$ cat src/rtl/chimera_pkg.sv
// chimera_pkg: shared types and helpers for the cluster power sequencer
package chimera_pkg;

  typedef enum logic [2:0] {
    IDLE,
    PD_ISO,
    PD_GATE,
    PD_RST,
    PU_CLK,
    PU_RST,
    PU_DEISO,
    PU_DONE
  } clu_pwr_state_e;

  function automatic int max3(input int a, input int b, input int c);
    int m;
    m = (a > b) ? a : b;
    return (m > c) ? m : c;
  endfunction

endpackage

$ cat src/rtl/chimera_clu_pwr_rr_arb.sv
// chimera_clu_pwr_rr_arb: round-robin pick of the first pending cluster after the pointer
module chimera_clu_pwr_rr_arb #(
  parameter int N  = 5,
  parameter int IW = (N > 1) ? $clog2(N) : 1
) (
  input  logic [N-1:0]  i_pend,
  input  logic [IW-1:0] i_ptr,
  output logic [N-1:0]  o_gnt,
  output logic [IW-1:0] o_idx,
  output logic          o_valid
);

  logic [IW-1:0] w_j;

  // scan offsets from farthest to nearest so the nearest pending index after the pointer wins
  always_comb begin
    o_idx   = '0;
    o_valid = 1'b0;
    w_j     = '0;
    for (int k = N; k >= 1; k--) begin
      w_j = IW'((int'(i_ptr) + k) % N);
      if (i_pend[w_j]) begin
        o_idx   = w_j;
        o_valid = 1'b1;
      end
    end
    o_gnt = o_valid ? (N'(1) << o_idx) : '0;
  end

endmodule

$ cat src/rtl/chimera_clu_pwr_seq.sv
// chimera_clu_pwr_seq: one-at-a-time power/isolation sequencer for the external clusters
module chimera_clu_pwr_seq
  import chimera_pkg::*;
#(
  parameter int NumClusters   = 5,
  parameter int RstCycles     = 8,
  parameter int SettleCycles  = 4,
  parameter int TimeoutCycles = 1024
) (
  input  logic                   clk_i,
  input  logic                   rst_i,
  input  logic [NumClusters-1:0] clu_en_i,
  input  logic [NumClusters-1:0] isolated_i,
  output logic [NumClusters-1:0] isolate_o,
  output logic [NumClusters-1:0] clu_clk_en_o,
  output logic [NumClusters-1:0] clu_rst_no,
  output logic [NumClusters-1:0] clu_on_o,
  output logic                   busy_o,
  output logic [NumClusters-1:0] err_o,
  input  logic [NumClusters-1:0] err_clr_i
);

  localparam int IW = (NumClusters > 1) ? $clog2(NumClusters) : 1;
  localparam int CW = $clog2(max3(RstCycles, SettleCycles, TimeoutCycles)) + 1;
  localparam logic [CW-1:0] RstLast = CW'(RstCycles - 1);
  localparam logic [CW-1:0] SetLast = CW'(SettleCycles - 1);
  localparam logic [CW-1:0] ToLast  = CW'(TimeoutCycles - 1);

  clu_pwr_state_e r_state, w_state_d;
  logic [IW-1:0] r_ptr, r_sel, w_idx;
  logic [CW-1:0] r_cnt;
  logic [NumClusters-1:0] r_iso, r_clk_en, r_rst_n, r_on, r_err;
  logic [NumClusters-1:0] w_pend, w_gnt, w_oh;
  logic r_busy, w_valid, w_on_sel, w_iso_sel, w_to, w_enter;

  assign w_pend    = clu_en_i ^ r_on;
  assign w_oh      = (r_state == IDLE) ? w_gnt : (NumClusters'(1) << r_sel);
  assign w_on_sel  = |(r_on & w_oh);
  assign w_iso_sel = |(isolated_i & w_oh);
  assign w_enter   = w_state_d != r_state;

  chimera_clu_pwr_rr_arb #(
    .N  (NumClusters),
    .IW (IW)
  ) u_arb (
    .i_pend  (w_pend),
    .i_ptr   (r_ptr),
    .o_gnt   (w_gnt),
    .o_idx   (w_idx),
    .o_valid (w_valid)
  );

  // state register
  always_ff @(posedge clk_i or posedge rst_i) begin
    if (rst_i) r_state <= IDLE;
    else       r_state <= w_state_d;
  end

  // next-state logic; a handshake wait that ends on the counter flags a timeout
  always_comb begin
    w_state_d = r_state;
    w_to      = 1'b0;
    case (r_state)
      IDLE:     if (w_valid) w_state_d = w_on_sel ? PD_ISO : PU_CLK;
      PD_ISO:   if (w_iso_sel || r_cnt == ToLast) begin
                  w_state_d = PD_GATE;
                  w_to      = !w_iso_sel;
                end
      PD_GATE:  if (r_cnt == SetLast) w_state_d = PD_RST;
      PD_RST:   w_state_d = IDLE;
      PU_CLK:   if (r_cnt == RstLast) w_state_d = PU_RST;
      PU_RST:   if (r_cnt == SetLast) w_state_d = PU_DEISO;
      PU_DEISO: if (!w_iso_sel || r_cnt == ToLast) begin
                  w_state_d = PU_DONE;
                  w_to      = w_iso_sel;
                end
      default:  w_state_d = IDLE;
    endcase
  end

  // shared dwell counter, latched grant and round-robin pointer
  always_ff @(posedge clk_i or posedge rst_i) begin
    if (rst_i) begin
      r_cnt <= '0;
      r_sel <= '0;
      r_ptr <= IW'(NumClusters - 1);
    end else begin
      r_cnt <= (w_enter || w_state_d == IDLE) ? '0 : r_cnt + 1'b1;
      if (r_state == IDLE && w_valid) r_sel <= w_idx;
      if (r_state != IDLE && w_state_d == IDLE) r_ptr <= r_sel;
    end
  end

  // cluster controls change only for the selected cluster, on entry to each state
  always_ff @(posedge clk_i or posedge rst_i) begin
    if (rst_i) begin
      r_iso    <= '1;
      r_clk_en <= '0;
      r_rst_n  <= '0;
      r_on     <= '0;
      r_err    <= '0;
      r_busy   <= 1'b0;
    end else begin
      r_busy <= w_state_d != IDLE;
      r_err  <= (r_err & ~err_clr_i) | (w_to ? w_oh : '0);
      if (w_enter) begin
        case (w_state_d)
          PD_ISO:   r_iso    <= r_iso | w_oh;
          PD_GATE:  r_clk_en <= r_clk_en & ~w_oh;
          PD_RST:   begin
                      r_rst_n <= r_rst_n & ~w_oh;
                      r_on    <= r_on & ~w_oh;
                    end
          PU_CLK:   r_clk_en <= r_clk_en | w_oh;
          PU_RST:   r_rst_n  <= r_rst_n | w_oh;
          PU_DEISO: r_iso    <= r_iso & ~w_oh;
          PU_DONE:  r_on     <= r_on | w_oh;
          default:  ;
        endcase
      end
    end
  end

  assign isolate_o    = r_iso;
  assign clu_clk_en_o = r_clk_en;
  assign clu_rst_no   = r_rst_n;
  assign clu_on_o     = r_on;
  assign err_o        = r_err;
  assign busy_o       = r_busy;

endmodule

$ cat config.mk
export PLATFORM = sky130hd
export DESIGN_NAME = chimera_clu_pwr_seq
export DESIGN_NICKNAME = d
export VERILOG_FILES = /design/src/rtl/chimera_pkg.sv /design/src/rtl/chimera_clu_pwr_rr_arb.sv /design/src/rtl/chimera_clu_pwr_seq.sv
export SDC_FILE = /design/constraint.sdc
export NUM_CORES = 1
export LEC_CHECK = 0
export BUFFER_PORTS_ARGS = -buffer_cell sky130_fd_sc_hd__buf_2
export CORE_ASPECT_RATIO = 1.1
export CORE_MARGIN = 10
export CORE_UTILIZATION = 30
export CTS_CLUSTER_DIAMETER = 150
export DETAILED_ROUTE_END_ITERATION = 10
export PLACE_DENSITY_LB_ADDON = 0.15
export REMOVE_ABC_BUFFERS = 1
export SYNTH_ARGS = -nofsm -noshare
export SYNTH_HDL_FRONTEND = slang
export SYNTH_SLANG_ARGS = --single-unit
$ cat constraint.sdc
create_clock -name clk_i -period 10.94 [get_ports clk_i]
set_input_delay 0.547 -clock clk_i [delete_from_list [all_inputs] [get_ports clk_i]]
set_output_delay 0.547 -clock clk_i [all_outputs]
set_load 0.05 [all_outputs]
==> results of run 1 <==
[critical path: cells and delay by family (launching register included)]
| kind | cells | cell delay [ns] |
|---|---|---|
| AOI/OAI and AO/OA | 9 | 2.88 |
| buffers and inverters | 2 | 0.55 |
| DFF | 1 | 0.57 |
| and+or+nand+nor | 8 | 2.15 |
| adders and majority gates | 3 | 1.27 |
[cells in the mapped netlist (all sizes together) (3+ instances only)]
cell type | n | area [um^2]
a2111oi | 3 | 26.28
a211o | 5 | 43.79
a211oi | 6 | 55.05
a21boi | 3 | 26.27
a21o | 4 | 30.03
a21oi | 25 | 128.9
a311o | 3 | 30.03
a311oi | 3 | 32.53
a31oi | 8 | 50.05
and2 | 7 | 48.80
and3 | 8 | 60.06
buf | 12 | 112.6
clkbuf | 5 | 18.77
dfrtp | 40 | 1001
dfstp | 6 | 157.7
ha | 29 | 362.9
inv | 33 | 126.4
mux2 | 12 | 135.1
mux2i | 13 | 133.9
nand2 | 27 | 101.4
nand2b | 14 | 87.58
nand3 | 19 | 100.1
nand3b | 6 | 45.04
nor2 | 47 | 206.5
nor2b | 4 | 25.02
nor3 | 11 | 65.06
nor3b | 4 | 30.03
nor4 | 3 | 18.77
o2111ai | 4 | 35.03
o211ai | 12 | 100.1
o21a | 5 | 37.54
o21ai | 26 | 133.9
o22ai | 7 | 43.79
o311a | 3 | 30.03
o31ai | 12 | 90.09
o41ai | 6 | 71.32
or2 | 7 | 43.79
or3 | 5 | 36.28
or4 | 3 | 26.27
xnor2 | 16 | 147.7
xor2 | 8 | 88.84
[worst max path at each step]
stage / end / slack [ns]
final: r_cnt[10]$_DFF_PP0_ / 3.36
after global routing: r_cnt[10]$_DFF_PP0_ / 2.76
after floorplan: r_cnt[10]$_DFF_PP0_ / 4.10
after CTS: r_cnt[10]$_DFF_PP0_ / 3.38
after global placement: r_cnt[10]$_DFF_PP0_ / 3.51
after detailed placement: r_cnt[10]$_DFF_PP0_ / 3.41
[per-stage QoR]
stage | hold slack (ns) | cell area, um^2 | worst slack (ns) | instances | util [%]
finish | 0.4362 | 4962 | 3.360 | 734 | 34.21
global route | 0.4221 | 4962 | 2.761 | 734 | 34.21
CTS | 0.4245 | 4962 | 3.382 | 734 | 34.21
detailed placement | 0.4813 | 4816 | 3.407 | 726 | 33.20
global placement | 0.4749 | 4816 | 3.513 | 726 | 33.20
floorplan | 0.4629 | 4328 | 4.102 | 487 | -
[layout by cell type, fill, tap and decap left out, drive strengths merged, types with 8 or more instances in the layout]
cell / instances
mux2: 12
buf: 47
xnor2: 16
clkbuf: 8
nand2b: 14
o31ai: 12
o211ai: 12
a21oi: 25
nor3: 11
nor2: 47
nand3: 19
nand2: 27
xor2: 8
mux2i: 13
o21ai: 26
ha: 29
dfrtp: 40
and3: 8
inv: 33
a31oi: 8
[cell families after synthesis]
logic type,after synthesis,share of synthesized area (%)
AO/OA/AOI/OAI,156,26.10
XOR/XNOR,24,5.303
adder cells (fa/ha/maj),30,8.586
buffers and inverters,50,5.780
flip-flops,46,25.98
multiplexers,27,7.043
AND/OR/NAND/NOR,171,21.21
[metal layers]
layer | global-route usage, % | vias to the layer above
li1 | - | 1962
met2 | 21.16 | 110
met5 | 0 | -
met3 | 2.237 | 15
met1 | 14.69 | 1916
met4 | 4.051 | 0
[final cells by class]
type                    instances  area [um^2]
flip-flops and latches         46         1159
well taps                     192        240.2
inverters                      33        126.4
repair buffers                 47        247.7
clock buffers                   8        146.4
multi-input cells             408         3043
fillers                      1541         9542
==> out/results.ini, run 1 <==
[logic_synthesis]
synth_ff_type = dfrtp_1
synth.yosys.warnings = 0
syn_inst = 504
synth_seq_cells = 46
avgSynthCellArea_um2 = 8.848
synth-async-reset-ratio_pct = 100.0
seq_area_frac_synth_pct = 25.98
synth_edf_count = 0
syn_area_um2 = 4459
yosysUniqueCellTypes = 90

[drt]
wirelength_met1_mm = 5.541
drt_first_iter_violations = 310
drt-vias-per-instance = 5.454
firstDrtPassIters = 5
wl_met2_mm = 6.131
via_count = 4003
wl_per_cell_um = 17.12
drc = 0
drt_wl_total_mm = 12.57
ant_nets = 0
top_layer = met4
wl_met3_um = 605

[sta]
clock.fmax_mhz = 131.9
setup_violations = 0
skew_ns = 0.007950
setup-tns-final_ns = 0
tightestPinTransition_ns = 0.9816
fin_crit_sh_pct = 69.28
period_needed_ns = 7.580
hold_viol = 0
final_max_slew_viol_count = 0
rsz0062_at_grt = no
slew_headroom_pct = 34.47

[setup_path]
cp.arrival_ns = 7.72
r2r_start = r_ptr[1]$_DFFE_PP0P_
cp-startpoint = r_ptr[1]$_DFFE_PP0P_
critPathLaunchType = flip-flop
cp_data_required_time_ns = 11.08
critPathMaxFanout = 18
path_class = reg2reg
slowest_stage = ha_1
r2r_cells = 22
ff2ff_setup_slack_ns = 3.36
r2r-end = r_cnt[10]$_DFF_PP0_
slowest_delay_ns = 0.74
crit_chain = inv_1, ha_1, inv_1, ha_1, nor3b_1, a22oi_1, nand2_1, ha_1, nand2b_1, o211ai_1, o211ai_2, or3_1, a32o_1, or3_4, a211oi_2, o41ai_1, a311oi_1, nor2_2, a311oi_2, and3b_1, a311o_1, nor2_1
critPathMostFrequentCell = ha_1
cp-end-kind = flip-flop

[floorplan]
die_x_um = 136.2
num_rows = 46
die_y_um = 147.9
dieArea_um2 = 20150
start_util_pct = 30.75
fp.coreArea_um2 = 14500
boundaryPins = 43

[placed_design]
port_buffers = 42
dp_hpwl_mm = 9.708
globalplace.congestion = 0.8749

[finish]
nNetsFinal = 588
area_growth_pct = 11.28
drive_gt1_share_pct = 21.59
antenna_cells = 0

[clocking]
clock_latency_ns = 0.29
cts_tree = built
cts_buffer_depth = 2
htreeDepth = 2
post_cts_buffers = 0
cts_hold_buffers = 0
clkSinkCount = 46
clk_pin_slew_ns = 0.06
cts_resized = 0
numCtsBuffers = 5
cts-root-buf = clkbuf_16

[global_routing]
grt_max_degree = 47
grt_pass1_vias = 3890
grt_pass1_wl_mm = 20.26
gr-total-overflow = 0
antenna_found_initial = 0
grt_usage_pct = 12.19

[hold_path]
worstHoldPathCells = 2
worstHoldPathType = in2reg
holdPathEnd = err_o[3]$_DFF_PP0_
min_from = err_clr_i[3]

[status]
outcome = finished, final reports clean

[job]
drv_cap = 0

Power of run 1 is left out: the tool's default activity adds up to more than one toggle a clock period on the data nets, which glitch-free logic cannot reach.
==> inputs of run 2 (changes only) <==
--- a/config.mk
+++ b/config.mk
@@ -5,6 +5,7 @@
 export SDC_FILE = /design/constraint.sdc
 export NUM_CORES = 1
 export LEC_CHECK = 0
+export ABC_AREA = 1
 export BUFFER_PORTS_ARGS = -buffer_cell sky130_fd_sc_hd__buf_2
 export CORE_ASPECT_RATIO = 1.1
 export CORE_MARGIN = 10
==> constraint.sdc (replaced) <==
create_clock -name clk_i -period 7.3 [get_ports clk_i]
set_input_delay 0.365 -clock clk_i [delete_from_list [all_inputs] [get_ports clk_i]]
set_output_delay 0.365 -clock clk_i [all_outputs]
set_load 0.05 [all_outputs]
==> run 2 against run 1 <==
  * Non-clock buffer count shrank 4
  * Critical path type unchanged
  * Count of clock-buffer cells in the layout shrank 2
  * Fmax grew 32%
  * Critical path depth grew 14
  * Worst hold slack lost 0.19 ns
  * Die area shrank 2.3%
  * Register-to-register slack lost 1.8 ns
  * Sequential share of layout area grew 0.32 points
  * Setup slack lost 1.8 ns
  * Core utilization shrank 0.059 points
  * Synthesized cell count grew 23%
==> out/results.ini, run 2 <==
[logic_synthesis]
synth_top_cells_by_count = nand2_1, inv_1, nand3_1, nor2_1, dfrtp_1  ; was dfrtp_1, nor2_1, inv_1, ha_1, nand2_1
avgSynthCellArea_um2 = 7.025  ; was 8.848 um^2
yosysUniqueCellTypes = 43  ; was 90
yosysTopAreaCellShare_pct = 23.05  ; was 22.45%
synth_top_area_cell = dfrtp_1  ; unchanged
synth-async-reset-ratio_pct = 100.0  ; unchanged
seq_area_frac_synth_pct = 26.69  ; was 25.98%
syn_inst = 618  ; was 504
synth_ff_type = dfrtp_1  ; unchanged
yosysMostFrequentCell = nand2_1  ; was dfrtp_1
synth.yosys.warnings = 0  ; unchanged
synth_seq_cells = 46  ; unchanged
synth.area.top_cells = dfrtp_1, nand2_1, ha_1  ; was dfrtp_1, ha_1, dfstp_2
syn_area_um2 = 4342  ; was 4459 um^2
synth_edf_count = 0  ; unchanged

[finish]
multiInputGateArea_um2 = 2759  ; was 3043 um^2
regArea_um2 = 1159  ; unchanged
final_common_cell = nand2_1  ; was buf_2
nNetsFinal = 708  ; was 588
final.fill_count = 1571  ; was 1541
instances_no_fill = 854  ; was 734
antenna_cells = 0  ; unchanged
drive_gt1_share_pct = 21.45  ; was 21.59%
area_growth_pct = 12.74  ; was 11.28%
fin_area_um2 = 4895  ; was 4962 um^2
mostFrequentLayoutCells = nand2_1, inv_1, nand3_1, nor2_1, buf_2  ; was buf_2, dfrtp_1, nor2_1, inv_1, ha_1

[global_routing]
gr-total-overflow = 0  ; unchanged
antenna_found_initial = 0  ; unchanged
grt_usage_pct = 11.77  ; was 12.19%
grt_pass1_vias = 3990  ; was 3890
grt_max_degree = 47  ; unchanged
grt_pass1_wl_mm = 19.43  ; was 20.26 mm

[placed_design]
dp_hpwl_mm = 9.143  ; was 9.708 mm
globalplace.congestion = 0.8387  ; was 0.8749
dpl-instance-area_um2 = 4743  ; was 4816 um^2
dpl_worst_slack_ns = 1.645  ; was 3.407 ns
port_buffers = 42  ; unchanged
dp_cells = 846  ; was 726

[sta]
tightestPinTransition_ns = 0.9977  ; was 0.9816 ns
fin_crit_sh_pct = 78.83  ; was 69.28%
setup_violations = 0  ; unchanged
rsz0062_at_grt = no  ; unchanged
setup-tns-final_ns = 0  ; unchanged
final_max_slew_viol_count = 0  ; unchanged
hold_viol = 0  ; unchanged
setup_ws_ns = 1.546  ; was 3.360 ns
period_needed_ns = 5.754  ; was 7.580 ns
clock.fmax_mhz = 173.8  ; was 131.9 MHz
skew_ns = 0.004968  ; was 0.007950 ns
slew_headroom_pct = 33.39  ; was 34.47%

[drt]
drt_wl_total_mm = 11.46  ; was 12.57 mm
via_count = 4008  ; was 4003
firstDrtPassIters = 4  ; was 5
ant_nets = 0  ; unchanged
wl_per_cell_um = 13.42  ; was 17.12 um
drt_first_iter_violations = 265  ; was 310
drt-vias-per-instance = 4.693  ; was 5.454
drc = 0  ; unchanged

[floorplan]
num_rows = 46  ; unchanged
die_y_um = 146.2  ; was 147.9 um
dieArea_um2 = 19690  ; was 20150 um^2
fp.coreArea_um2 = 14330  ; was 14500 um^2
boundaryPins = 43  ; unchanged
start_util_pct = 30.30  ; was 30.75%
die_x_um = 134.7  ; was 136.2 um

[setup_path]
critPathMostFrequentCell = nand2_1  ; was ha_1
critPathMaxFanout = 31  ; was 18
slowest_stage = ha_1  ; unchanged
cp.arrival_ns = 5.99  ; was 7.72 ns
cp_data_required_time_ns = 7.53  ; was 11.08 ns
cp-end-kind = flip-flop  ; unchanged
slowest_delay_ns = 0.50  ; was 0.74 ns
critPathLaunchType = flip-flop  ; unchanged
crit_family = simple AND/OR/NAND/NOR gates  ; was compound AO/OA/AOI/OAI gates
path_class = reg2reg  ; unchanged
cp.buffers_inverters = 3  ; was 2

[clocking]
clk_pin_slew_ns = 0.06  ; about the same
clock_latency_ns = 0.29  ; about the same
htreeDepth = 2  ; unchanged
post_cts_buffers = 0  ; unchanged
clkSinkCount = 46  ; unchanged
cts_resized = 0  ; unchanged
cts_hold_buffers = 0  ; unchanged
cts_buffer_depth = 2  ; unchanged
cts_tree = built  ; unchanged
cts-root-buf = clkbuf_16  ; unchanged
numCtsBuffers = 5  ; unchanged

[status]
outcome = finished, final reports clean  ; unchanged

[hold_path]
worstHoldPathType = in2reg  ; unchanged

[job]
drv_cap = 0  ; unchanged

-- run 2: changes by cell type after synthesis, moves of 14 or more --
cell and change:
a21oi_1 -14, inv_1 +56, nand2_1 +147, nand2_2 +15, nand2b_1 -14, nand3_1 +46
nand4_1 +14
-- run 2: metrics by stage --
stage	hold slack (ns)	util, %
4_1_cts	0.2400	34.15
3_5_place_dp	0.4525	33.10
2_1_floorplan	0.4519	-
6_report	0.2413	34.15
3_3_place_gp	0.4473	33.10
5_1_grt	0.2480	34.15
-- run 2: per-layer routing --
metal | routed length, um | up-vias | global-route usage, %
met5 | 0 | - | 0
met1 | 4882 | 1887 | 13.32
met4 | 150 | 0 | 2.778
met3 | 238 | 10 | 1.544
li1 | - | 2069 | -
met2 | 6188 | 42 | 22.37
-- run 2: path summary, 6_finish.rpt --
kind	cells after the start	endpoint	slack [ns]	startpoint
min reg2reg	2	flip-flop	0.46	flip-flop
max in group asynchronous	2	asynchronous set/reset pin	6.38	rst_i
min	2	err_o[3]$_DFF_PP0_	0.24	err_clr_i[3]
max	36	flip-flop	1.55	r_ptr[1]$_DFFE_PP0P_
max reg2reg	36	flip-flop	1.55	r_ptr[1]$_DFFE_PP0P_
min in group asynchronous	2	busy_o$_DFF_PP0_	0.31	rst_i
-- run 2: area by class of cell --
| cell class | count | share of cell area [%] |
|---|---|---|
| clock buffers | 6 | 2.837 |
| clock inverters | 2 | 0.2556 |
| inverters | 98 | 7.515 |
| multi-input cells | 467 | 56.37 |
| flip-flops and latches | 46 | 23.67 |
| well taps | 192 | 4.908 |
| repair buffers | 43 | 4.448 |
-- run 2: worst register-to-register path, delay by kind of cell, from the launching register on --
kind | cells | cell delay [ns]
buffers and inverters | 3 | 0.42
adder cells (fa/ha/maj) | 3 | 0.96
AO/OA/AOI/OAI | 2 | 0.53
AND/OR/NAND/NOR | 27 | 3.08
XOR/XNOR | 1 | 0.26
flip-flops | 1 | 0.48
-- run 2: logic make-up (layout without fill, tap and decap cells) --
kind of cell	after synthesis	count (layout)	share of synthesized area, %
adders and majority gates	30	30	8.819
and+or+nand+nor	369	369	43.83
buffers and inverters	105	149	9.942
xor gates and xnor gates	13	13	2.622
DFF	46	46	26.69
AOI/OAI and AO/OA	55	55	8.098
Power of run 2 is left out for the same reason.
